==> src/rtl/spike_argmax_classifier_pkg.sv <==
// Shared types and helpers for the spike-count argmax classifier.
package spike_argmax_classifier_pkg;

    typedef enum logic [1:0] {
        CLS_IDLE = 2'd0,
        CLS_SCAN = 2'd1,
        CLS_FIN  = 2'd2
    } cls_state_t;

    // Index width that never collapses to zero bits for a single output.
    function automatic int clog2_min1(input int n);
        return (n > 1) ? $clog2(n) : 1;
    endfunction

endpackage

==> src/rtl/spike_argmax_classifier_if.sv <==
// Start/counts request bundle and held classification results.
interface spike_argmax_classifier_if
    import spike_argmax_classifier_pkg::*;
#(
    parameter int NUM_OUTPUTS  = 4,
    parameter int COUNTER_SIZE = 32
);
    localparam int IDX_W = clog2_min1(NUM_OUTPUTS);

    logic                                start;
    logic [NUM_OUTPUTS*COUNTER_SIZE-1:0] counts;
    logic                                busy;
    logic                                done;
    logic [IDX_W-1:0]                    class_idx;
    logic [COUNTER_SIZE-1:0]             max_count;
    logic [COUNTER_SIZE-1:0]             margin;
    logic                                no_spikes;

    modport master (
        output start, counts,
        input  busy, done, class_idx, max_count, margin, no_spikes
    );

    modport slave (
        input  start, counts,
        output busy, done, class_idx, max_count, margin, no_spikes
    );

endinterface

==> src/rtl/spike_argmax_classifier.sv <==
// Scans the packed spike counters one per clock and holds the winner, its count
// and its margin over the runner-up until the next classification.
module spike_argmax_classifier
    import spike_argmax_classifier_pkg::*;
#(
    parameter int NUM_OUTPUTS  = 4,
    parameter int COUNTER_SIZE = 32
) (
    input  logic                      clk,
    input  logic                      rst,
    spike_argmax_classifier_if.slave  bus
);
    localparam int IDX_W = clog2_min1(NUM_OUTPUTS);
    localparam int CNT_W = IDX_W + 1;
    localparam logic [CNT_W-1:0] LAST_IDX = CNT_W'(NUM_OUTPUTS - 1);

    cls_state_t              state_q;
    logic [CNT_W-1:0]        idx_q;
    logic [COUNTER_SIZE-1:0] best_q, best_d;
    logic [COUNTER_SIZE-1:0] runner_q, runner_d;
    logic [IDX_W-1:0]        best_idx_q, best_idx_d;
    logic [COUNTER_SIZE-1:0] sample_s;

    logic                    busy_q;
    logic                    done_q;
    logic [IDX_W-1:0]        class_idx_q;
    logic [COUNTER_SIZE-1:0] max_count_q;
    logic [COUNTER_SIZE-1:0] margin_q;
    logic                    no_spikes_q;

    // Select the counter addressed by the scan index.
    always_comb begin
        sample_s = '0;
        for (int i = 0; i < NUM_OUTPUTS; i++) begin
            if (idx_q == CNT_W'(i)) begin
                sample_s = bus.counts[i*COUNTER_SIZE +: COUNTER_SIZE];
            end else begin
                sample_s = sample_s;
            end
        end
    end

    // Strict comparisons keep the lowest index on ties; an equal count lands in runner-up.
    always_comb begin
        best_d     = best_q;
        runner_d   = runner_q;
        best_idx_d = best_idx_q;
        if (sample_s > best_q) begin
            runner_d   = best_q;
            best_d     = sample_s;
            best_idx_d = idx_q[IDX_W-1:0];
        end else if (sample_s > runner_q) begin
            runner_d = sample_s;
        end else begin
            runner_d = runner_q;
        end
    end

    // Scan FSM with registered result outputs.
    always_ff @(posedge clk) begin
        if (rst) begin
            state_q     <= CLS_IDLE;
            idx_q       <= '0;
            best_q      <= '0;
            runner_q    <= '0;
            best_idx_q  <= '0;
            busy_q      <= 1'b0;
            done_q      <= 1'b0;
            class_idx_q <= '0;
            max_count_q <= '0;
            margin_q    <= '0;
            no_spikes_q <= 1'b0;
        end else begin
            case (state_q)
                CLS_IDLE: begin
                    done_q <= 1'b0;
                    if (bus.start) begin
                        state_q    <= CLS_SCAN;
                        idx_q      <= '0;
                        best_q     <= '0;
                        runner_q   <= '0;
                        best_idx_q <= '0;
                        busy_q     <= 1'b1;
                    end else begin
                        busy_q <= 1'b0;
                    end
                end
                CLS_SCAN: begin
                    best_q     <= best_d;
                    runner_q   <= runner_d;
                    best_idx_q <= best_idx_d;
                    idx_q      <= idx_q + CNT_W'(1);
                    if (idx_q == LAST_IDX) begin
                        state_q     <= CLS_FIN;
                        busy_q      <= 1'b0;
                        done_q      <= 1'b1;
                        class_idx_q <= best_idx_d;
                        max_count_q <= best_d;
                        margin_q    <= best_d - runner_d;
                        no_spikes_q <= (best_d == '0);
                    end else begin
                        busy_q <= 1'b1;
                    end
                end
                CLS_FIN: begin
                    state_q <= CLS_IDLE;
                    done_q  <= 1'b0;
                    busy_q  <= 1'b0;
                end
                default: begin
                    state_q <= CLS_IDLE;
                    done_q  <= 1'b0;
                    busy_q  <= 1'b0;
                end
            endcase
        end
    end

    assign bus.busy      = busy_q;
    assign bus.done      = done_q;
    assign bus.class_idx = class_idx_q;
    assign bus.max_count = max_count_q;
    assign bus.margin    = margin_q;
    assign bus.no_spikes = no_spikes_q;

endmodule

==> src/flat_wrapper.sv <==
// flat-port wrapper written by rule: the top's interface ports become plain ports
module spike_argmax_classifier_flat import spike_argmax_classifier_pkg::*;
#(
    parameter int NUM_OUTPUTS  = 4,
    parameter int COUNTER_SIZE = 32
)
  (clk, rst, bus_start, bus_counts, bus_busy, bus_done, bus_class_idx, bus_max_count, bus_margin, bus_no_spikes);
  spike_argmax_classifier_if #(.NUM_OUTPUTS(NUM_OUTPUTS), .COUNTER_SIZE(COUNTER_SIZE)) bus_i ();
  input  logic clk;
  input  logic rst;
  input wire logic [$bits(bus_i.start)-1:0] bus_start;
  input wire logic [$bits(bus_i.counts)-1:0] bus_counts;
  output wire logic [$bits(bus_i.busy)-1:0] bus_busy;
  output wire logic [$bits(bus_i.done)-1:0] bus_done;
  output wire logic [$bits(bus_i.class_idx)-1:0] bus_class_idx;
  output wire logic [$bits(bus_i.max_count)-1:0] bus_max_count;
  output wire logic [$bits(bus_i.margin)-1:0] bus_margin;
  output wire logic [$bits(bus_i.no_spikes)-1:0] bus_no_spikes;
  assign bus_i.start = bus_start;
  assign bus_i.counts = bus_counts;
  assign bus_busy = bus_i.busy;
  assign bus_done = bus_i.done;
  assign bus_class_idx = bus_i.class_idx;
  assign bus_max_count = bus_i.max_count;
  assign bus_margin = bus_i.margin;
  assign bus_no_spikes = bus_i.no_spikes;
  spike_argmax_classifier #(.NUM_OUTPUTS(NUM_OUTPUTS), .COUNTER_SIZE(COUNTER_SIZE)) u_core (.clk(clk), .rst(rst), .bus(bus_i));
endmodule
==> config.mk <==
export PLATFORM = sky130hd
export DESIGN_NAME = spike_argmax_classifier_flat
export DESIGN_NICKNAME = d
export VERILOG_FILES = /design/src/rtl/spike_argmax_classifier_pkg.sv /design/src/rtl/spike_argmax_classifier_if.sv /design/src/rtl/spike_argmax_classifier.sv /design/src/flat_wrapper.sv
export SDC_FILE = /design/constraint.sdc
export NUM_CORES = 1
export LEC_CHECK = 0
export CAP_MARGIN = 10
export CORE_MARGIN = 2
export CORE_UTILIZATION = 33
export CTS_BUF_LIST = sky130_fd_sc_hd__clkbuf_16
export DETAILED_ROUTE_END_ITERATION = 6
export GPL_TIMING_DRIVEN = 0
export PLACE_DENSITY_LB_ADDON = 0.1
export SETUP_SLACK_MARGIN = 0.05
export SYNTH_ARGS = -nofsm -noshare
export SYNTH_HDL_FRONTEND = slang
export SYNTH_SLANG_ARGS = --single-unit
==> constraint.sdc <==
create_clock -name clk -period 9.75 [get_ports clk]
set_input_delay 1.95 -clock clk [delete_from_list [all_inputs] [get_ports clk]]
set_output_delay 1.95 -clock clk [all_outputs]
set_load 0.02 [all_outputs]
==> metrics.yaml, run 1 <==
outcome:
  status: "finished, final reports clean"
yosys:
  ys_types: 91
  async_flop_share_pct: 0
  syn_inst: 1430
  synthXorXnorAreaFrac_pct: 2.85
  synthTopCellsByCount: "a21oi_1 (185), nand2_1 (157), dfxtp_1 (140)"
  ys.flop_type: "dfxtp_1"
  synthSimpleGateAreaFrac_pct: 18.5
  avgSynthCellArea_um2: 7.53
  netlist_area_mm2: 0.0108
  synth_fp_nets: 1643
  synth_top_family_by_area: "compound AO/OA/AOI/OAI gates"
  synthAdderAreaFrac_pct: 10.2
  synth_mux_area_share_pct: 1.78
  synth.largest_area_cell: "dfxtp_1"
  ys_seq_area_share_pct: 26.0
  yosysWarningCount: 0
  ys_ff_latch: 140
  synth_top_area_share_pct: 26.0
  synth_compound_area_share_pct: 34.1
  yosysMostFrequentCell: "a21oi_1"
  yosys-top-cells-area: "dfxtp_1 (26%), ha_1 (9.4%), a21oi_1 (8.6%)"
  synth_edf_count: 0
routing:
  dr.pass1.iters: 6
  wl_um: 44500
  antenna_left: 0
  post-route-drc-count: 0
  post_drt_wl_per_cell_um: 21.2
  vias: 11700
  drt_iter0_drc: 905
  vias_per_cell: 5.56
clock_network:
  cts_hold_buf: 0
  cts_buffers: 17
  cts_tree: "yes"
  max-clock-path-buffers: 2
  h-tree-depth: 4
  cts_sinks: 140
  clk_pin_slew_worst_paths_ns: 0.07
  root_buffer: "clkbuf_16"
  clock_latency_ns: 0.45
global_route:
  grt_util_all_layers_pct: 26.3
  busiest_layer: "met2"
  grt-ovfl-total: 0
  grt_pass1_vias: 11300
  antenna_found_initial: 1
  grt_pass1_wl_um: 67000
  grtUsageMet1_pct: 35.0
  use_met2_pct: 41.4
  grt_start_max_net_pins: 29
  met3_usage_pct: 6.05
sta:
  drv_slew: 0
  setup_viol_count_final: 0
  fin_hold_ws_ns: 0.456
  min_period_ns: 9.43
  fmax_ghz: 0.106
  skew_ns: 0.0161
  report.final.hold_viol_count: 0
  tightestPinTransition_ns: 1.12
  fin_crit_sh_pct: 96.7
  slew_headroom_pct: 24.6
  rsz0062_at_grt: "false"
pwr:
  p_leak_nw: 5.20
  power_density_mw_per_mm2: 223
  vdd.ir_drop.worst_mv: 0.149
die:
  die_x_um: 185
  die-height_um: 185
  start_util_pct: 33.3
  core_area_mm2: 0.0324
  die_area_mm2: 0.0341
  row_count: 66
  ios: 200
min_path:
  hold_depth: 2
  hold_class: "flop to flop"
critical_path:
  cp_data_required_time_ns: 10.06
  critPathKind: "input pin to flop"
  startpoint_type: "input pin"
  rrSetupSlack_ns: 0.49
  critPathMaxStageDelay_ns: 0.42
  rr_worst_depth: 36
  worstPathArrival_ns: 9.74
  crit_fanout: 10
  critPathCaptureType: "flop"
  crit_slowest_cell: "nor4_4"
finish:
  drive_gt1_share_pct: 8.97
  diodes: 0
  synthToLayoutAreaGrowth_pct: 30.8
  instances_no_fill: 2104
  fin_nets: 1862
placement:
  io_buffers: 198
  routabilityCongestion: 0.937
  hpwl_um: 35500
  dp_cells: 2070
flow_run:
  drv_cap: 0
==> power breakdown <==
group / internal, mW / leakage, nW / switching (mW)
clock network: 0.376 / 0.274 / 0.296
registers: 0.600 / 1.13 / 0.0261
logic: 0.655 / 3.79 / 1.19
total: 1.63 / 5.20 / 1.51
==> final timing paths <==
path | startpoint | endpoint
setup / recovery | bus_counts[47] | u_core.bus.margin[27]$_SDFFE_PP0P_
hold / removal | u_core.runner_q[4]$_SDFFE_PP0P_ | u_core.runner_q[4]$_SDFFE_PP0P_
setup reg to reg | u_core.idx_q[0]$_SDFFE_PP0P_ | u_core.bus.margin[27]$_SDFFE_PP0P_
hold reg to reg | u_core.runner_q[4]$_SDFFE_PP0P_ | u_core.runner_q[4]$_SDFFE_PP0P_
==> critical path: cells and delay by family <==
family	cells	cell delay, ns
xor gates and xnor gates	1	0.24
buffers and inverters	7	1.76
AOI/OAI and AO/OA	15	3.42
and+or+nand+nor	7	1.71
adders and majority gates	2	0.60
==> stage by stage <==
step           cell area [µm²]  power, mW  setup TNS (ns)  setup slack [ns]  utilization [%]
6_report                 14100       3.14               0             0.322             43.5
5_1_grt                  14100       3.31               0            0.0465             43.5
4_1_cts                  14000       3.08               0            0.0638             43.1
3_5_place_dp             13300       2.39          -22.79             -1.60             41.1
3_3_place_gp             13300       2.39          -22.60             -1.60             41.1
2_1_floorplan            10800       1.82               0              1.39                -
==> area by class of cell <==
type / instances / area, µm²
well taps: 442 / 553
plain buffers: 88 / 430
flip-flops and latches: 140 / 2800
inverters: 82 / 308
clock buffers: 17 / 425
multi-input cells: 1118 / 7400
clock inverters: 15 / 150
repair buffers: 202 / 2010
fillers: 3396 / 18300
==> logic make-up (layout without fill, tap and decap cells) <==
kind of cell / count (synthesis) / count (layout)
AO/OA/AOI/OAI: 555 / 555
multiplexers: 19 / 19
flip-flops: 140 / 140
AND/OR/NAND/NOR: 421 / 421
adder cells (fa/ha/maj): 88 / 88
buffers and inverters: 172 / 404
XOR/XNOR: 35 / 35
==> layout by cell type (no fill, tap or decap), drive strengths merged, types with 7 or more instances in the layout <==
| cell | instances |
|---|---|
| clkdlybuf4s50 | 198 |
| ha | 81 |
| a311oi | 9 |
| a22o | 32 |
| nand4 | 27 |
| a21oi | 190 |
| o21ai | 149 |
| nor3 | 27 |
| a221o | 21 |
| clkbuf | 79 |
| nand3 | 26 |
| nand2 | 159 |
| o211ai | 19 |
| nor2 | 107 |
| nor2b | 10 |
| a211oi | 30 |
| nor4 | 10 |
| inv | 85 |
| and3 | 7 |
| a21o | 12 |
| and2 | 20 |
| dfxtp | 140 |
| nand2b | 10 |
| a221oi | 15 |
| buf | 30 |
| mux2i | 18 |
| xnor2 | 29 |
| a21boi | 7 |
| o31ai | 8 |
| o22ai | 7 |
==> per-layer routing <==
layer,wire [µm],vias up,share of wire (%)
met5,13,-,0.029
met4,1340,2,3.0
met3,3750,78,8.4
met2,19500,500,44
met1,19900,5404,45
li1,-,5711,-
==> timing repair <==
item | CTS | global route
endpoints found under the hold margin | 0 | 0
gates resized for setup | 44 | 31
endpoints found under the setup margin | 23 | 11
setup buffers | 0 | 4
pin swaps | 0 | 3
==> sequential cells by signal, summed over array words and instances (netlist names) <==
signal and cells:
u_core.runner_q 32, u_core.state_q 2, u_core.bus.no_spikes 1, u_core.bus.done 1
u_core.best_idx_q 2, u_core.bus.max_count 32, u_core.best_q 32, u_core.bus.busy 1
u_core.bus.class_idx 2, u_core.bus.margin 32, u_core.idx_q 3
(Power assumes the default switching activity.)
==> inputs of run 2 (changes only) <==
--- a/config.mk
+++ b/config.mk
@@ -6,8 +6,10 @@
 export NUM_CORES = 1
 export LEC_CHECK = 0
 export CAP_MARGIN = 10
+export CELL_PAD_IN_SITES_DETAIL_PLACEMENT = 0
+export CELL_PAD_IN_SITES_GLOBAL_PLACEMENT = 2
 export CORE_MARGIN = 2
-export CORE_UTILIZATION = 33
+export CORE_UTILIZATION = 30
 export CTS_BUF_LIST = sky130_fd_sc_hd__clkbuf_16
 export DETAILED_ROUTE_END_ITERATION = 6
 export GPL_TIMING_DRIVEN = 0
==> metrics.yaml, run 2 (synthesis results as in run 1) <==
critical_path:
  worstPathArrival_ns: 9.79
  startpoint_type: "input pin"
  crit_fanout: 10
  cp_common_cell: "buf_2"
  rrSetupSlack_ns: 0.46
  startpoint: "bus_counts[47]"
  critPathMaxStageDelay_ns: 0.44
  rr_worst_depth: 36
  crit_slowest_cell: "nor4_2"
  endpoint: "u_core.bus.margin[30]$_SDFFE_PP0P_"
  critPathCaptureType: "flop"
  crit-reg2reg-capture: "u_core.bus.margin[30]$_SDFFE_PP0P_"
  critPathKind: "input pin to flop"
  cp_data_required_time_ns: 10.07
  r2r-start: "u_core.idx_q[0]$_SDFFE_PP0P_"
pwr:
  p_total_mw: 3.19
  power_density_mw_per_mm2: 226
  vdd.ir_drop.worst_mv: 0.118
  p_leak_nw: 5.20
routing:
  post_drt_wl_per_cell_um: 22.0
  post-route-drc-count: 0
  wl_um: 46800
  vias: 11600
  drt_iter0_drc: 766
  dr.pass1.iters: 7
  vias_per_cell: 5.45
  antenna_left: 0
finish:
  finish.instance_area_mm2: 0.0141
  mostFrequentLayoutCells: "clkdlybuf4s50_1 (198), a21oi_1 (178), nand2_1 (157)"
  diodes: 0
  drive_gt1_share_pct: 8.59
  mostFrequentLayoutCell: "clkdlybuf4s50_1"
  synthToLayoutAreaGrowth_pct: 31.0
  fin_nets: 1865
sta:
  rsz0062_at_grt: "false"
  fin_ws_ns: 0.285
  fmax_ghz: 0.106
  drv_slew: 0
  setup_viol_count_final: 0
  slew_headroom_pct: 26.4
  fin_crit_sh_pct: 97.1
  tightestPinTransition_ns: 1.10
  skew_ns: 0.0189
  fin_hold_ws_ns: 0.454
  report.final.hold_viol_count: 0
  fin_setup_tns_ns: 0
  min_period_ns: 9.47
global_route:
  grt_pass1_vias: 11000
  grt_util_all_layers_pct: 24.6
  grt_pass1_wl_um: 70100
  antenna_found_initial: 1
  grt-ovfl-total: 0
  grt_start_max_net_pins: 29
clock_network:
  root_buffer: "clkbuf_16"
  max-clock-path-buffers: 2
  clk_pin_slew_worst_paths_ns: 0.06
  cts_buffers: 17
  cts_hold_buf: 0
  cts_tree: "yes"
  cts_sinks: 140
  h-tree-depth: 4
  clock_latency_ns: 0.45
flow_run:
  drv_cap: 0
placement:
  io_buffers: 198
  placed_area_mm2: 0.0133
  hpwl_um: 37800
  dpl_worst_slack_ns: -1.73
  routabilityCongestion: 0.883
min_path:
  hold_class: "flop to flop"
die:
  start_util_pct: 30.4
  die_area_mm2: 0.0374
  row_count: 69
  ios: 200
  die-height_um: 193
  core_area_mm2: 0.0355
  die_x_um: 193
outcome:
  status: "finished, final reports clean"
-- run 2: worst max-delay path: cells and delay by family --
family,cells,cell delay (ns)
adders and majority gates,2,0.63
buffers and inverters,9,2.31
and+or+nand+nor,7,1.41
AOI/OAI and AO/OA,13,3.45
-- run 2: repair_timing --
action | in CTS | in global routing
buffers inserted | 0 | 7
resized for setup | 27 | 35
endpoints found under the setup margin | 25 | 17
pin swaps | 0 | 4
gates cloned | 0 | 0
-- run 2: where the power goes --
group / switching [mW] / internal (mW)
registers: 0.0257 / 0.600
clock network: 0.298 / 0.402
logic: 1.20 / 0.659
total: 1.53 / 1.66
-- run 2: layout make-up --
type | count | area, µm²
Buffer | 88 | 433
Clock buffer | 17 | 425
Clock inverter | 15 | 171
Fill cell | 3694 | 21400
Inverter | 82 | 308
Multi-Input combinational cell | 1118 | 7360
Sequential cell | 140 | 2800
Tap cell | 461 | 577
Timing Repair Buffer | 205 | 2030
-- run 2: worst min-delay path by stage --
stage / from / end / cells past startpoint
finish: u_core.bus.max_count[2]$_SDFFE_PP0P_ / u_core.bus.max_count[2]$_SDFFE_PP0P_ / 2
global route: u_core.bus.max_count[2]$_SDFFE_PP0P_ / u_core.bus.max_count[2]$_SDFFE_PP0P_ / 2
CTS: u_core.bus.max_count[2]$_SDFFE_PP0P_ / u_core.bus.max_count[2]$_SDFFE_PP0P_ / 2
detailed placement: u_core.runner_q[19]$_SDFFE_PP0P_ / u_core.runner_q[19]$_SDFFE_PP0P_ / 2
global placement: u_core.runner_q[19]$_SDFFE_PP0P_ / u_core.runner_q[19]$_SDFFE_PP0P_ / 2
floorplan: u_core.runner_q[19]$_SDFFE_PP0P_ / u_core.runner_q[19]$_SDFFE_PP0P_ / 2
-- run 2: metrics by stage --
stage          util [%]  std cells
3_3_place_gp       37.6       2089
2_1_floorplan         -       1430
3_5_place_dp       37.6       2089
6_report           39.8       2126
5_1_grt            39.8       2126
4_1_cts            39.4       2119
-- run 2: metal layers --
layer  wire length [µm]  GRT usage [%]  share of wire (%)  vias to the layer above
li1                   -              -                  -                     5705
met1              22700           35.4                 49                     5445
met2              20800           38.8                 44                      401
met3               2860           4.04                6.1                       33
met4                507           4.35                1.1                        0
met5                  0              0                  0                        -
==> inputs of run 3 (changes only) <==
--- a/config.mk
+++ b/config.mk
@@ -5,7 +5,6 @@
 export SDC_FILE = /design/constraint.sdc
 export NUM_CORES = 1
 export LEC_CHECK = 0
-export CAP_MARGIN = 10
 export CELL_PAD_IN_SITES_DETAIL_PLACEMENT = 0
 export CELL_PAD_IN_SITES_GLOBAL_PLACEMENT = 2
 export CORE_MARGIN = 2
@@ -18,3 +17,4 @@
 export SYNTH_ARGS = -nofsm -noshare
 export SYNTH_HDL_FRONTEND = slang
 export SYNTH_SLANG_ARGS = --single-unit
+export TNS_END_PERCENT = 100
==> results of run 3 <==
No change in the layout: final DEF, timing and power equal those of run 2.
